$ cat src/rtl/sap_pkg.sv
// Shared definitions for the SAP-style CPU microcode sequencer.
// Contents:
//   - CTRL_W and the bit index of every control line in the packed control word
//   - one-hot word constants for each control line
//   - opcode_e, the defined opcodes
//   - T0_W / T1_W, the fetch words common to every instruction
package sap_pkg;

  localparam int CTRL_W = 16;

  // Control word layout, MSB first: HLT MI RI RO IO II AI AO EO SU BI OI CE CO J FI
  localparam int HLT_B = 15;
  localparam int MI_B  = 14;
  localparam int RI_B  = 13;
  localparam int RO_B  = 12;
  localparam int IO_B  = 11;
  localparam int II_B  = 10;
  localparam int AI_B  = 9;
  localparam int AO_B  = 8;
  localparam int EO_B  = 7;
  localparam int SU_B  = 6;
  localparam int BI_B  = 5;
  localparam int OI_B  = 4;
  localparam int CE_B  = 3;
  localparam int CO_B  = 2;
  localparam int J_B   = 1;
  localparam int FI_B  = 0;

  localparam logic [CTRL_W-1:0] C_HLT = CTRL_W'(1) << HLT_B;
  localparam logic [CTRL_W-1:0] C_MI  = CTRL_W'(1) << MI_B;
  localparam logic [CTRL_W-1:0] C_RI  = CTRL_W'(1) << RI_B;
  localparam logic [CTRL_W-1:0] C_RO  = CTRL_W'(1) << RO_B;
  localparam logic [CTRL_W-1:0] C_IO  = CTRL_W'(1) << IO_B;
  localparam logic [CTRL_W-1:0] C_II  = CTRL_W'(1) << II_B;
  localparam logic [CTRL_W-1:0] C_AI  = CTRL_W'(1) << AI_B;
  localparam logic [CTRL_W-1:0] C_AO  = CTRL_W'(1) << AO_B;
  localparam logic [CTRL_W-1:0] C_EO  = CTRL_W'(1) << EO_B;
  localparam logic [CTRL_W-1:0] C_SU  = CTRL_W'(1) << SU_B;
  localparam logic [CTRL_W-1:0] C_BI  = CTRL_W'(1) << BI_B;
  localparam logic [CTRL_W-1:0] C_OI  = CTRL_W'(1) << OI_B;
  localparam logic [CTRL_W-1:0] C_CE  = CTRL_W'(1) << CE_B;
  localparam logic [CTRL_W-1:0] C_CO  = CTRL_W'(1) << CO_B;
  localparam logic [CTRL_W-1:0] C_J   = CTRL_W'(1) << J_B;
  localparam logic [CTRL_W-1:0] C_FI  = CTRL_W'(1) << FI_B;

  // Fetch: PC -> MAR, then RAM -> IR with PC increment
  localparam logic [CTRL_W-1:0] T0_W = C_CO | C_MI;
  localparam logic [CTRL_W-1:0] T1_W = C_RO | C_II | C_CE;

  typedef enum logic [3:0] {
    OP_NOP = 4'h0,
    OP_LDA = 4'h1,
    OP_ADD = 4'h2,
    OP_SUB = 4'h3,
    OP_STA = 4'h4,
    OP_LDI = 4'h5,
    OP_JMP = 4'h6,
    OP_JC  = 4'h7,
    OP_JZ  = 4'h8,
    OP_OUT = 4'hE,
    OP_HLT = 4'hF
  } opcode_e;

endpackage

$ cat src/rtl/microcode_rom.sv
// Combinational microcode table.
// Ports:
//   opcode  in  OPC_W   : instruction opcode
//   step    in  STEP_W  : microstep being looked up
//   flag_c  in  1       : latched carry flag (selects JC)
//   flag_z  in  1       : latched zero flag (selects JZ)
//   word    out CTRL_W  : control word for (opcode, step); 0 marks an empty step
module microcode_rom
  import sap_pkg::*;
#(
  parameter int OPC_W  = 4,
  parameter int STEP_W = 3
) (
  input  logic [OPC_W-1:0]  opcode,
  input  logic [STEP_W-1:0] step,
  input  logic              flag_c,
  input  logic              flag_z,
  output logic [CTRL_W-1:0] word
);

  opcode_e op;
  assign op = opcode_e'(4'(opcode));

  always_comb begin
    word = '0;
    if (step == STEP_W'(0)) begin
      word = T0_W;
    end else if (step == STEP_W'(1)) begin
      word = T1_W;
    end else begin
      case (op)
        OP_LDA: begin
          if (step == STEP_W'(2))      word = C_IO | C_MI;
          else if (step == STEP_W'(3)) word = C_RO | C_AI;
        end
        OP_ADD: begin
          if (step == STEP_W'(2))      word = C_IO | C_MI;
          else if (step == STEP_W'(3)) word = C_RO | C_BI;
          else if (step == STEP_W'(4)) word = C_EO | C_AI | C_FI;
        end
        OP_SUB: begin
          if (step == STEP_W'(2))      word = C_IO | C_MI;
          else if (step == STEP_W'(3)) word = C_RO | C_BI;
          else if (step == STEP_W'(4)) word = C_EO | C_AI | C_SU | C_FI;
        end
        OP_STA: begin
          if (step == STEP_W'(2))      word = C_IO | C_MI;
          else if (step == STEP_W'(3)) word = C_AO | C_RI;
        end
        OP_LDI: if (step == STEP_W'(2)) word = C_IO | C_AI;
        OP_JMP: if (step == STEP_W'(2)) word = C_IO | C_J;
        // Not-taken conditional jumps leave T2 empty so the sequencer
        // restarts fetch immediately.
        OP_JC:  if (step == STEP_W'(2) && flag_c) word = C_IO | C_J;
        OP_JZ:  if (step == STEP_W'(2) && flag_z) word = C_IO | C_J;
        OP_OUT: if (step == STEP_W'(2)) word = C_AO | C_OI;
        OP_HLT: if (step == STEP_W'(2)) word = C_HLT;
        default: word = '0;
      endcase
    end
  end

endmodule

$ cat src/rtl/microcode_sequencer.sv
// Microcode sequencer for the 8-bit SAP-style CPU. State advances on the
// falling edge of clk so the datapath can consume ctrl on the next rising edge.
// Ports:
//   clk        in  1       : system clock (falling edge active)
//   rst        in  1       : asynchronous active-high reset
//   insn       in  DATA_W  : instruction register; opcode in the top OPC_W bits
//   prog_mode  in  1       : manual RAM programming; forces HLT and step 0
//   carry_in   in  1       : ALU carry out
//   zero_in    in  1       : ALU result-is-zero
//   ctrl       out CTRL_W  : registered control word
//   step       out STEP_W  : current microstep
//   flag_c     out 1       : latched carry flag
//   flag_z     out 1       : latched zero flag
//   halted     out 1       : sticky halt status, cleared only by rst
module microcode_sequencer
  import sap_pkg::*;
#(
  parameter int DATA_W    = 8,
  parameter int OPC_W     = 4,
  parameter int NUM_STEPS = 6,
  parameter int STEP_W    = $clog2(NUM_STEPS)
) (
  input  logic              clk,
  input  logic              rst,
  input  logic [DATA_W-1:0] insn,
  input  logic              prog_mode,
  input  logic              carry_in,
  input  logic              zero_in,
  output logic [CTRL_W-1:0] ctrl,
  output logic [STEP_W-1:0] step,
  output logic              flag_c,
  output logic              flag_z,
  output logic              halted
);

  logic [OPC_W-1:0]  opcode;
  logic [CTRL_W-1:0] rom_word;
  logic [CTRL_W-1:0] ctrl_d;
  logic [STEP_W-1:0] step_d;
  logic              flag_c_d;
  logic              flag_z_d;
  logic              halted_d;
  logic              unused_operand;

  assign opcode         = insn[DATA_W-1 -: OPC_W];
  assign unused_operand = ^insn[DATA_W-OPC_W-1:0];

  microcode_rom #(
    .OPC_W  (OPC_W),
    .STEP_W (STEP_W)
  ) u_rom (
    .opcode (opcode),
    .step   (step),
    .flag_c (flag_c),
    .flag_z (flag_z),
    .word   (rom_word)
  );

  always_comb begin
    ctrl_d   = ctrl;
    step_d   = step;
    flag_c_d = flag_c;
    flag_z_d = flag_z;
    halted_d = halted;

    // The ALU result belonging to an FI word is valid one edge later.
    if (!prog_mode && ctrl[FI_B]) begin
      flag_c_d = carry_in;
      flag_z_d = zero_in;
    end

    if (prog_mode) begin
      ctrl_d = C_HLT;
      step_d = '0;
    end else if (halted) begin
      ctrl_d = C_HLT;
    end else if (step >= STEP_W'(2) && rom_word == '0) begin
      // Empty execute step: start the next fetch now, so the T0 word goes
      // out on this edge and the counter lands on T1.
      ctrl_d = T0_W;
      step_d = STEP_W'(1);
    end else begin
      ctrl_d = rom_word;
      step_d = (step == STEP_W'(NUM_STEPS-1)) ? '0 : step + STEP_W'(1);
      if (rom_word[HLT_B]) halted_d = 1'b1;
    end
  end

  always_ff @(negedge clk or posedge rst) begin
    if (rst) begin
      ctrl   <= '0;
      step   <= '0;
      flag_c <= 1'b0;
      flag_z <= 1'b0;
      halted <= 1'b0;
    end else begin
      ctrl   <= ctrl_d;
      step   <= step_d;
      flag_c <= flag_c_d;
      flag_z <= flag_z_d;
      halted <= halted_d;
    end
  end

endmodule
$ cat config.mk
export PLATFORM = sky130hd
export DESIGN_NAME = microcode_sequencer
export DESIGN_NICKNAME = d
export VERILOG_FILES = /design/src/rtl/sap_pkg.sv /design/src/rtl/microcode_rom.sv /design/src/rtl/microcode_sequencer.sv
export SDC_FILE = /design/constraint.sdc
export NUM_CORES = 1
export LEC_CHECK = 0
export BUFFER_PORTS_ARGS = -buffer_cell sky130_fd_sc_hd__buf_4
export CAP_MARGIN = 25
export CORE_MARGIN = 2
export CORE_UTILIZATION = 49
export CTS_CLUSTER_DIAMETER = 100
export DETAILED_ROUTE_END_ITERATION = 10
export GPL_ROUTABILITY_DRIVEN = 0
export GPL_TIMING_DRIVEN = 0
export PLACE_DENSITY = 0.82
export SLEW_MARGIN = 20
export SYNTH_ARGS = -nofsm -noshare
export SYNTH_HDL_FRONTEND = slang
export SYNTH_SLANG_ARGS = --single-unit
$ cat constraint.sdc
create_clock -name clk -period 1.9 [get_ports clk]
set_input_delay 0.57 -clock clk [delete_from_list [all_inputs] [get_ports clk]]
set_output_delay 0.57 -clock clk [all_outputs]
set_load 0.02 [all_outputs]
==> results of run 1 <==
==> cells by family after synthesis <==
| family | after synthesis |
|---|---|
| AND/OR/NAND/NOR | 50 |
| AO/OA/AOI/OAI | 24 |
| flip-flops | 20 |
| buffers and inverters | 14 |
| multiplexers | 2 |
| adder cells (fa/ha/maj) | 1 |
==> what timing repair did <==
action / CTS
resized for setup: 56
endpoints found under the setup margin: 42
hold endpoints to repair: 0
hold buffers: 0
pin swaps: 13
cloned: 3
setup buffers: 18
==> cell usage after synthesis (all sizes together) <==
master / n
dfrtn: 20
nor2: 13
nand2: 10
buf: 6
a21oi: 5
inv: 5
nor3: 5
a211oi: 4
nand4: 4
nor3b: 4
clkbuf: 3
nor2b: 3
o21bai: 3
a211o: 2
mux2: 2
nor4: 2
o21ai: 2
o22ai: 2
or2: 2
or3: 2
a21boi: 1
a2bb2oi: 1
a311o: 1
a31oi: 1
and3: 1
ha: 1
nand2b: 1
nand3: 1
nand3b: 1
o31a: 1
o41ai: 1
or3b: 1
==> metrics by stage <==
stage	hold slack [ns]	worst slack, ns
global placement	0.5160	-1.127
detailed placement	0.5262	-1.198
CTS	0.6051	-0.7763
floorplan	0.6217	-0.8530
==> results.json, run 1 <==
{
  "synth_top_area_share_pct": 46.67,
  "yosysWarnings": 0,
  "synthSimpleGateAreaFrac_pct": 25.67,
  "portBuffers": 30,
  "numCtsBuffers": 3,
  "synth_compound_area_share_pct": 17.74,
  "syn_area_per_cell_um2": 9.660,
  "error": "[ERROR DPL-0038] Utilization greater than 100%, impossible to legalize",
  "worst-ep-kind": "register input",
  "ios": 35,
  "hpwl_um": 1816,
  "start_util_pct": 53.03,
  "syn-num-nets": 125,
  "haltStage": "global routing (5_1_grt)",
  "synthXorXnorAreaFrac_pct": 0,
  "crit_endpoint": "ctrl[1]$_DFF_NP0_/D",
  "synth_fa_ha_area_share_pct": 1.167,
  "muxShareOfSynthArea_pct": 2.100,
  "synth_top_area_cell": "dfrtn_1",
  "detailed_place.area_um2": 1423,
  "synthesis.area_um2": 1072,
  "cts_sinks": 20,
  "h-tree-depth": 1,
  "ys_ff_latch": 20,
  "die_h_um": 50.78,
  "place_inst": 168,
  "std_cell_rows": 16,
  "synth_area_leaders": "dfrtn_1 47%, nor2_1 4.6%, nand2_1 3.5%",
  "postSynthCellCount": 111,
  "status": "did not finish",
  "clockBufferDepth": 2,
  "synth_top_family_by_area": "simple AND/OR/NAND/NOR gates",
  "chipWidth_um": 50.78,
  "yosysSeqAreaShare_pct": 46.67,
  "synth.distinct_cells": 38,
  "grt_max_degree": 21,
  "cts_root_buf": "clkbuf_4"
}
==> run 2, diff against run 1 <==
CORE_AREA = 2 2 63 65   (was unset)
CORE_MARGIN = unset   (was 2)
CORE_UTILIZATION = unset   (was 49)
CTS_CLUSTER_DIAMETER = unset   (was 100)
DIE_AREA = 0 0 65 67   (was unset)
PLACE_DENSITY = unset   (was 0.82)
PLACE_DENSITY_LB_ADDON = 0.15   (was unset)
==> run 2 against run 1 <==
The flow now finishes, with violations (negative setup slack). Synthesized area unchanged. Synthesized cell count stayed put.
==> results.json, run 2 <==
{
  "cts_sinks": 20,
  "skew_ns": 0.001131,
  "rrSetupSlack_ns": -0.23,
  "min_path_type": "reg -> reg",
  "stdcell_area_um2": 1919,
  "hold_viol": 0,
  "rsz0062_at_grt": "true",
  "grt_antenna_before_repair": 0,
  "cts.clk_slew.worst_paths_ns": 0.05,
  "numCtsBuffers": 3,
  "reg.largest.list": "ctrl (14), step (3)",
  "cts_root_buf": "clkbuf_8",
  "layout_common_cells": "32 x buf_6, 20 x dfrtn_1, 18 x buf_4, 11 x nor2_1, 9 x nand2_1",
  "slew_headroom_pct": 66.86,
  "power_frac_comb_pct": 57.3,
  "start_util_pct": 29.74,
  "seq_area_um2": 500.5,
  "cts_tree": "yes",
  "finalSetupViolations": 41,
  "dr.pass1.iters": 4,
  "drc_errors": 0,
  "drt_wl_total_um": 3010,
  "yosysSeqAreaShare_pct": 46.67,
  "grt-ovfl-total": 0,
  "nets": 178,
  "std_cell_rows": 22,
  "yosysWarnings": 0,
  "critPathMaxFanout": 5,
  "p_int_w": 0.001172,
  "detailed_place.area_um2": 1449,
  "chipWidth_um": 65,
  "diodes": 0,
  "regToRegStartpoint": "step[0]$_DFFE_NP0P_",
  "grt_pass1_wl_um": 4878,
  "vias": 1039,
  "syn-num-nets": 125,
  "postSynthCellCount": 111,
  "post-synth-top-count-cell": "dfrtn_1",
  "swShare_pct": 38.85,
  "grtUsageTotal_pct": 14.78,
  "crit_path_start": "insn[6]",
  "die_h_um": 67,
  "fillerInstances": 324,
  "final_max_slew_viol_count": 0,
  "crit_top_cell": "buf_8",
  "clkPwrFrac_pct": 13.9,
  "max_cap_viol_count": 0,
  "whs_ns": 0.6171,
  "clock_latency_ns": 0.27,
  "synth_ff_type": "dfrtn_1",
  "ys_async_sr_fraction_pct": 100.0,
  "portBuffers": 30,
  "viasPerCell": 4.948,
  "status": "finished with violations",
  "min_from": "flag_c$_DFFE_NP0P_",
  "timing.final.ws_setup_ns": -0.8219,
  "area_growth_syn_to_layout_pct": 79.00,
  "tightest_slew_ns": 0.4953,
  "seq_power_share_pct": 28.8,
  "hpwl_um": 1894,
  "p_switching_w": 0.0007448,
  "required_ns": 1.05,
  "grt_pass1_vias": 1006,
  "ios": 35,
  "crit_family": "compound AO/OA/AOI/OAI gates",
  "crit_path_start_kind": "input pin",
  "leakage_nw": 0.8591,
  "p_per_area_nw_per_um2": 998.9,
  "synth_area_leaders": "dfrtn_1 47%, nor2_1 4.6%, nand2_1 3.5%",
  "drt-initial-drc-count": 28,
  "syn_area_per_cell_um2": 9.660,
  "top_register": "ctrl",
  "multi_input_area_um2": 674.4,
  "utilization_pct": 53.23,
  "core_area_um2": 3606,
  "wl_per_cell_um": 14.33,
  "violations": "negative setup slack",
  "ir_drop_mv": 0.3560,
  "timing.critical_path.buf_inv": 2,
  "synth_top_area_share_pct": 46.67,
  "worstPathArrival_ns": 1.87,
  "synthesis.area_um2": 1072,
  "grt_max_degree": 21,
  "drive_above_1_share_pct": 55.56,
  "cp_slowest_stage_delay_ns": 0.42,
  "final_common_cell": "buf_6",
  "end_kind": "flop",
  "synth_edf_count": 0,
  "path_cells": "buf_8 > buf_8 > nor3b_2 > o21ai_1 > nand3b_1 > a211oi_4 > nor4_2",
  "clockBufferDepth": 2,
  "ant_nets": 0,
  "synth_top_area_cell": "dfrtn_1",
  "cp_slowest_cell": "a211oi_4",
  "path_class": "in -> reg",
  "synth.distinct_cells": 38,
  "h-tree-depth": 1,
  "largest_register_ffs": 14,
  "ys_ff_latch": 20,
  "dieArea_um2": 4355,
  "synth_commonest_cells": "20 x dfrtn_1, 13 x nor2_1, 10 x nand2_1"
}
-- run 2: cell counts after synthesis --
Identical to the previous run, type by type.
-- run 2: tightest hold or removal path, delay by kind of cell (launching register included) --
family,cells,cell delay [ns]
multiplexers,1,0.13
buffers and inverters,1,0.13
flip-flops,1,0.44
-- run 2: routing by layer --
metal | up-vias | part of all wire (%) | routed length [um] | track usage [%]
li1 | 496 | - | - | -
met1 | 511 | 43 | 1284 | 18.07
met2 | 28 | 52 | 1575 | 26.29
met3 | 4 | 3.4 | 101 | 2.027
met4 | 0 | 1.6 | 48 | 5.585
met5 | - | 0 | 0 | 0
-- run 2: cell type report --
type                       instances  share of cell area, %
multi-input combinational         78                  35.14
timing repair buffer              48                  26.01
tap                               48                  3.129
sequential                        20                  26.08
buffer                             8                  6.323
clock buffer                       3                  2.151
inverter                           5                  1.173
-- run 2: kinds of logic after synthesis --
family | after synthesis | share of synthesized area (%)
simple gates | 50 | 25.67
compound gates | 24 | 17.74
flops | 20 | 46.67
buf+inv | 14 | 6.650
mux | 2 | 2.100
fa+ha+maj | 1 | 1.167
-- run 2: timing repair --
| item | in CTS | in global routing |
|---|---|---|
| endpoints found under the setup margin | 42 | 62 |
| buffers inserted | 14 | 3 |
| gates cloned | 1 | 1 |
| resized for setup | 45 | 16 |
| hold buffers | 0 | 0 |
| pin swaps | 17 | 15 |
-- run 2: power by group through the flow --
stage / clock, W / combinational [W] / sequential, W
finish: 0.000266 / 0.00110 / 0.000552
global route: 0.000300 / 0.00117 / 0.000565
CTS: 0.000269 / 0.00102 / 0.000551
detailed placement: 0 / 0.000746 / 0.000588
global placement: 0 / 0.000747 / 0.000585
floorplan: 0 / 0.000428 / 0.000670
-- run 2: final timing paths --
path / depth (start not counted) / to
min in group asynchronous: 2 / halted$_DFFE_NP0N_
max in group asynchronous: 2 / ctrl[7]$_DFF_NP0_
worst min-delay path: 2 / flag_c$_DFFE_NP0P_
worst max-delay path: 7 / ctrl[6]$_DFF_NP0_
worst min register to register: 2 / flag_c$_DFFE_NP0P_
worst max register to register: 9 / step[0]$_DFFE_NP0P_
-- run 2: through the flow --
stage | power [W] | TNS (ns) | worst slack, ns | instances
CTS | 0.001838 | -20.18 | -0.8146 | 206
detailed placement | 0.001334 | -25.54 | -1.180 | 189
finish | 0.001917 | -21.08 | -0.8219 | 210
global route | 0.002036 | -22.65 | -0.8928 | 210
global placement | 0.001332 | -24.67 | -1.168 | 189
floorplan | 0.001098 | -14.88 | -0.8530 | 111
No activity file was read; power rests on OpenSTA's default activity.
==> run 3, diff against run 2 <==
==> constraint.sdc (replaced) <==
create_clock -name clk -period 1.9 [get_ports clk]
set_input_delay 0.57 -clock clk [delete_from_list [all_inputs] [get_ports clk]]
set_output_delay 0.57 -clock clk [all_outputs]
set_load 0.01 [all_outputs]
==> run 3 against run 2 <==
The run still ends with negative setup slack left. Clock power rose by 17%. Utilization increased by 1.9 points. Non-clock buffer count grew 10. Sequential power is 2% lower. Clock skew up 0.0017 ns. Total power rose by 1.7%. Critical path depth rose by 1. Global-route usage is 0.94 points higher. Final cell count grew 5.2%.
==> results.json, run 3 (same netlist as run 2, synthesis figures left out) <==
{
  "wl_per_cell_um": 13.70,
  "cp_slowest_stage_delay_ns": 0.30,
  "core_area_um2": 3606,
  "hold_viol": 0,
  "timing.final.ws_setup_ns": -0.7582,
  "min_path_type": "reg -> reg",
  "hold_path_depth": 2,
  "grtUsageTotal_pct": 15.72,
  "cts_sinks": 20,
  "crit_top_cell": "buf_8",
  "cts_tree": "yes",
  "final_common_cell": "buf_4",
  "crit_path_start_kind": "input pin",
  "utilization_pct": 55.17,
  "finalSetupViolations": 41,
  "diodes": 0,
  "slew_headroom_pct": 67.49,
  "p_per_area_nw_per_um2": 979.7,
  "ir_drop_mv": 0.4628,
  "clock_latency_ns": 0.26,
  "grt_pass1_wl_um": 5237,
  "final_max_slew_viol_count": 0,
  "clockBufferDepth": 2,
  "cp_slowest_cell": "a211oi_4",
  "worstPathArrival_ns": 1.82,
  "layout_common_cells": "37 x buf_4, 20 x dfrtn_1, 19 x buf_6, 11 x nor2_1, 9 x nand2_1",
  "cts_root_buf": "clkbuf_8",
  "top_register": "ctrl",
  "drt_wl_total_um": 3027,
  "violations": "negative setup slack",
  "vias": 1048,
  "cts.clk_slew.worst_paths_ns": 0.05,
  "rrSetupSlack_ns": -0.15,
  "power_w": 0.001949,
  "portBuffers": 30,
  "leakage_nw": 0.9172,
  "end_kind": "flop",
  "hold_buffers": 0,
  "required_ns": 1.06,
  "whs_ns": 0.6129,
  "nets": 188,
  "viasPerCell": 4.742,
  "std_cell_rows": 22,
  "start_util_pct": 29.74,
  "status": "finished with violations",
  "drc_errors": 0,
  "rsz0062_at_grt": "true",
  "dr.pass1.iters": 4,
  "regToRegStartpoint": "step[0]$_DFFE_NP0P_",
  "chipWidth_um": 65,
  "max_cap_viol_count": 0,
  "grt_antenna_before_repair": 0,
  "grt-ovfl-total": 0,
  "h-tree-depth": 1,
  "drt-initial-drc-count": 28,
  "path_class": "in -> reg",
  "tightest_slew_ns": 0.4859,
  "path_cells": "buf_8 > buf_8 > nor3b_4 > o21ai_1 > nand3b_1 > a211oi_4 > buf_6 > o22ai_2",
  "largest_register_ffs": 14,
  "grt_max_degree": 21,
  "die_h_um": 67,
  "holdPathEnd": "flag_c$_DFFE_NP0P_",
  "area_growth_syn_to_layout_pct": 85.53,
  "ant_nets": 0,
  "drive_above_1_share_pct": 58.96,
  "worstReg2RegEnd": "ctrl[14]$_DFF_NP0_",
  "skew_ns": 0.002816,
  "hpwl_um": 1907,
  "min_from": "flag_c$_DFFE_NP0P_",
  "critPathMaxFanout": 5,
  "ios": 35,
  "dieArea_um2": 4355,
  "reg.largest.list": "ctrl (14), step (3)",
  "r2r_cells": 10,
  "numCtsBuffers": 3,
  "grt_pass1_vias": 1072
}
[run 3: cell types whose count changed in the layout (fill, tap and decap cells not counted), moves of 2 or more]
cell | previous run | this run
o22ai_2 | 0 | 2
buf_8 | 2 | 4
buf_4 | 18 | 37
buf_6 | 32 | 19
o22ai_1 | 2 | 0
[run 3: final cells by class]
class / count / area (um2)
Buffer: 8 / 128.9
Clock buffer: 4 / 55.05
Fill cell: 310 / 1617
Inverter: 5 / 22.52
Multi-Input combinational cell: 78 / 676.9
Sequential cell: 20 / 500.5
Tap cell: 48 / 60.06
Timing Repair Buffer: 58 / 545.5
[run 3: worst max path at each step]
stage | startpoint | to | slack, ns | cells after the start
final | insn[6] | step[1]$_DFFE_NP0P_ | -0.76 | 8
after global routing | insn[5] | ctrl[8]$_DFF_NP0_ | -0.83 | 7
after CTS | insn[5] | ctrl[8]$_DFF_NP0_ | -0.74 | 7
after detailed placement | insn[4] | step[1]$_DFFE_NP0P_ | -1.16 | 6
after floorplan | insn[4] | step[1]$_DFFE_NP0P_ | -0.85 | 5
after global placement | insn[4] | step[2]$_DFFE_NP0P_ | -1.13 | 6
[run 3: where the power goes]
part           switching, W  internal (W)  leakage (nW)
Combinational      0.000535      0.000562         0.618
Sequential        0.0000340      0.000507         0.270
Clock              0.000128      0.000184        0.0288
[run 3: stage by stage]
stage               setup TNS, ns  setup slack (ns)  cells  cell area [um2]
floorplan                  -13.28           -0.8513    111             1192
global placement           -23.67            -1.135    189             1478
detailed placement         -24.41            -1.160    189             1478
CTS                        -19.44           -0.7434    218             1894
global route               -21.14           -0.8278    221             1989
finish                     -19.70           -0.7582    221             1989
[run 3: critical path: cells and delay by family]
kind / cells / cell delay (ns)
and+or+nand+nor: 2 / 0.37
buffers and inverters: 3 / 0.38
AOI/OAI and AO/OA: 3 / 0.48
[run 3: routing by layer]
layer | track usage (%) | share of wire (%)
met5 | 0 | 0
met2 | 27.84 | 50
met1 | 19.96 | 45
met3 | 1.351 | 3.7
met4 | 5.585 | 1.2
[run 3: timing repair]
action,in CTS,in global routing
pin swaps,13,7
setup endpoints to repair,42,61
cloned,3,0
buffers inserted,23,3
hold endpoints to repair,0,0
resized for setup,34,17
==> run 4, diff against run 3 <==
ABC_CLOCK_PERIOD_IN_PS = 1900   (was unset)
SYNTH_HIERARCHICAL = 1   (was unset)
==> run 4 against run 3 <==
Clock power shrank 10%. Sequential power shrank 0.9%. Cell area shrank 4.4%. Combinational power shrank 46%. Via count shrank 1.6%. Worst hold slack lost 0.038 ns. First-iteration DRC count shrank 14%. Largest power group unchanged. Critical path type unchanged. Flip-flop and latch count grew 2. Synthesized cell count grew 4.5%. The flow still finishes with violations (negative setup slack). Global-route usage shrank 1.4 points.
==> results.json, run 4 <==
{
  "status": "finished with violations",
  "violations": "negative setup slack",
  "reg.largest.list": "ctrl (16), step (3)",
  "skew_ns": 0.002680,
  "area_growth_syn_to_layout_pct": 69.26,
  "drt-initial-drc-count": 24,
  "slew_headroom_pct": 69.88,
  "ant_nets": 0,
  "final_common_cell": "buf_4",
  "h-tree-depth": 1,
  "cts.clk_slew.worst_paths_ns": 0.05,
  "finalSetupViolations": 42,
  "syn_area_per_cell_um2": 9.686,
  "p_per_area_nw_per_um2": 742.4,
  "whs_ns": 0.5752,
  "swShare_pct": 33.41,
  "p_int_w": 0.0009402,
  "grt-ovfl-total": 0,
  "syn-num-nets": 129,
  "largest_register_ffs": 16,
  "ir_drop_mv": 0.2287,
  "top_register": "ctrl",
  "min_from": "flag_z$_DFFE_NP0P_",
  "hpwl_um": 1847,
  "postSynthCellCount": 116,
  "grt_max_degree": 23,
  "synth.distinct_cells": 35,
  "required_ns": 1.07,
  "regToRegStartpoint": "step[0]$_DFFE_NP0P_",
  "synth_top_area_cell": "dfrtn_1",
  "viasPerCell": 4.863,
  "cts_root_buf": "clkbuf_8",
  "stdcell_area_um2": 1902,
  "std_cell_rows": 22,
  "crit_path_start_kind": "input pin",
  "leakage_nw": 0.8858,
  "synth_commonest_cells": "22 x dfrtn_1, 12 x and2_1, 9 x nor2_1",
  "final_max_slew_viol_count": 0,
  "ys_ff_latch": 22,
  "cts_sinks": 22,
  "core_area_um2": 3606,
  "post-synth-top-count-cell": "dfrtn_1",
  "drive_above_1_share_pct": 57.93,
  "multi_input_area_um2": 730.7,
  "tightest_slew_ns": 0.4508,
  "portBuffers": 29,
  "critPathMaxFanout": 5,
  "met3_usage_pct": 2.703,
  "yosysSeqAreaShare_pct": 49.00,
  "r2r_cells": 10,
  "vias": 1031,
  "dr.pass1.iters": 4,
  "min_path_type": "reg -> reg",
  "met2_usage_pct": 24.48,
  "clkPwrFrac_pct": 19.9,
  "diodes": 0,
  "drt_wl_total_um": 2954,
  "synth_top_area_share_pct": 49.00,
  "grt_pass1_vias": 999,
  "wl_per_cell_um": 13.93,
  "cts_tree": "yes",
  "ios": 35,
  "synthesis.area_um2": 1124,
  "busiest_layer": "met2",
  "hold_buffers": 0,
  "path_class": "in -> reg",
  "synth_edf_count": 0,
  "seq_area_um2": 550.5,
  "synth_area_leaders": "dfrtn_1 49%, and2_1 6.7%, nor4_2 3.3%",
  "power_frac_comb_pct": 42.2,
  "p_switching_w": 0.0004717,
  "clockBufferDepth": 2,
  "grt_pass1_wl_um": 4685,
  "grt_antenna_before_repair": 0,
  "layout_common_cells": "32 x buf_4, 22 x dfrtn_1, 11 x buf_6, 9 x and2_1",
  "seq_power_share_pct": 38.0,
  "die_h_um": 67,
  "grtUsageTotal_pct": 14.31,
  "synth_ff_type": "dfrtn_1",
  "hold_viol": 0,
  "ys_async_sr_fraction_pct": 100.0,
  "worstPathArrival_ns": 1.94,
  "max_cap_viol_count": 0,
  "grt_use_met1_pct": 17.67,
  "timing.final.ws_setup_ns": -0.8748,
  "chipWidth_um": 65,
  "numCtsBuffers": 3,
  "clock_latency_ns": 0.27,
  "crit_path_start": "insn[5]",
  "end_kind": "flop",
  "start_util_pct": 31.16,
  "dieArea_um2": 4355,
  "hold_path_depth": 2,
  "utilization_pct": 52.74,
  "rsz0062_at_grt": "true",
  "fillerInstances": 314,
  "nets": 179,
  "drc_errors": 0,
  "power_w": 0.001412,
  "yosysWarnings": 6,
  "detailed_place.area_um2": 1468
}
run 4: changes by cell type after synthesis, sizes merged, moves of 3 or more:
cell    change
nand4       -4
o21bai      -3
o21ai       +5
nor3b       -4
a211oi      -4
nand2       -3
nor4        +5
and2       +14
run 4: cells by family after synthesis:
family	after synthesis	synth area share (%)
buffers and inverters	14	5.901
xor gates and xnor gates	1	0.7797
DFF	22	49.00
AOI/OAI and AO/OA	21	11.58
and+or+nand+nor	56	30.74
muxes	2	2.004
run 4: layer usage:
metal / wire length [um] / up-vias
met2: 1535 / 36
met4: 34 / 0
met3: 151 / 4
li1: - / 499
met1: 1233 / 492
met5: 0 / -
run 4: metrics by stage:
step	worst slack [ns]	cells	setup TNS, ns
6_report	-0.8748	212	-16.21
5_1_grt	-0.9090	212	-17.34
4_1_cts	-0.8450	209	-16.21
3_5_place_dp	-1.213	193	-24.29
3_3_place_gp	-1.243	193	-22.79
2_1_floorplan	-0.9321	116	-10.74
run 4: path summary, 6_finish.rpt:
kind | to | slack (ns)
worst max-delay path | step[0]$_DFFE_NP0P_ | -0.87
worst min-delay path | flag_z$_DFFE_NP0P_ | 0.58
worst max register to register | step[0]$_DFFE_NP0P_ | -0.31
worst min register to register | flag_z$_DFFE_NP0P_ | 0.58
max in group asynchronous | ctrl[4]$_DFF_NP0_ | 0.44
min in group asynchronous | ctrl[2]$_DFF_NP0_ | 1.15
run 4: layout make-up:
| type | count | area share [%] |
|---|---|---|
| Sequential cell | 22 | 28.95 |
| Multi-Input combinational cell | 80 | 38.42 |
| Tap cell | 48 | 3.158 |
| Inverter | 6 | 1.382 |
| Buffer | 8 | 4.079 |
| Clock buffer | 3 | 2.171 |
| Timing Repair Buffer | 45 | 21.84 |
run 4: critical path, stage by stage:
cell and delay [ns]:
buf_8 0.11, buf_8 0.12, or3_4 0.37, nor3_4 0.15, nor4_2 0.08, nand3_2 0.12
buf_6 0.11, nor2_4 0.03, o31a_1 0.27
run 4: repair_timing:
action,in CTS,in global routing
pin swaps,7,11
buffers inserted,12,3
setup endpoints to repair,66,42
gates cloned,1,0
gates resized for setup,38,21
hold endpoints to repair,0,0
run 4: power groups by stage:
stage                     logic, W  clock network (W)  registers (W)
after floorplan           0.000244                  0       0.000578
after global placement    0.000403                  0       0.000558
after detailed placement  0.000404                  0       0.000560
after CTS                 0.000527           0.000290       0.000537
after global routing      0.000643           0.000316       0.000543
final                     0.000595           0.000280       0.000536
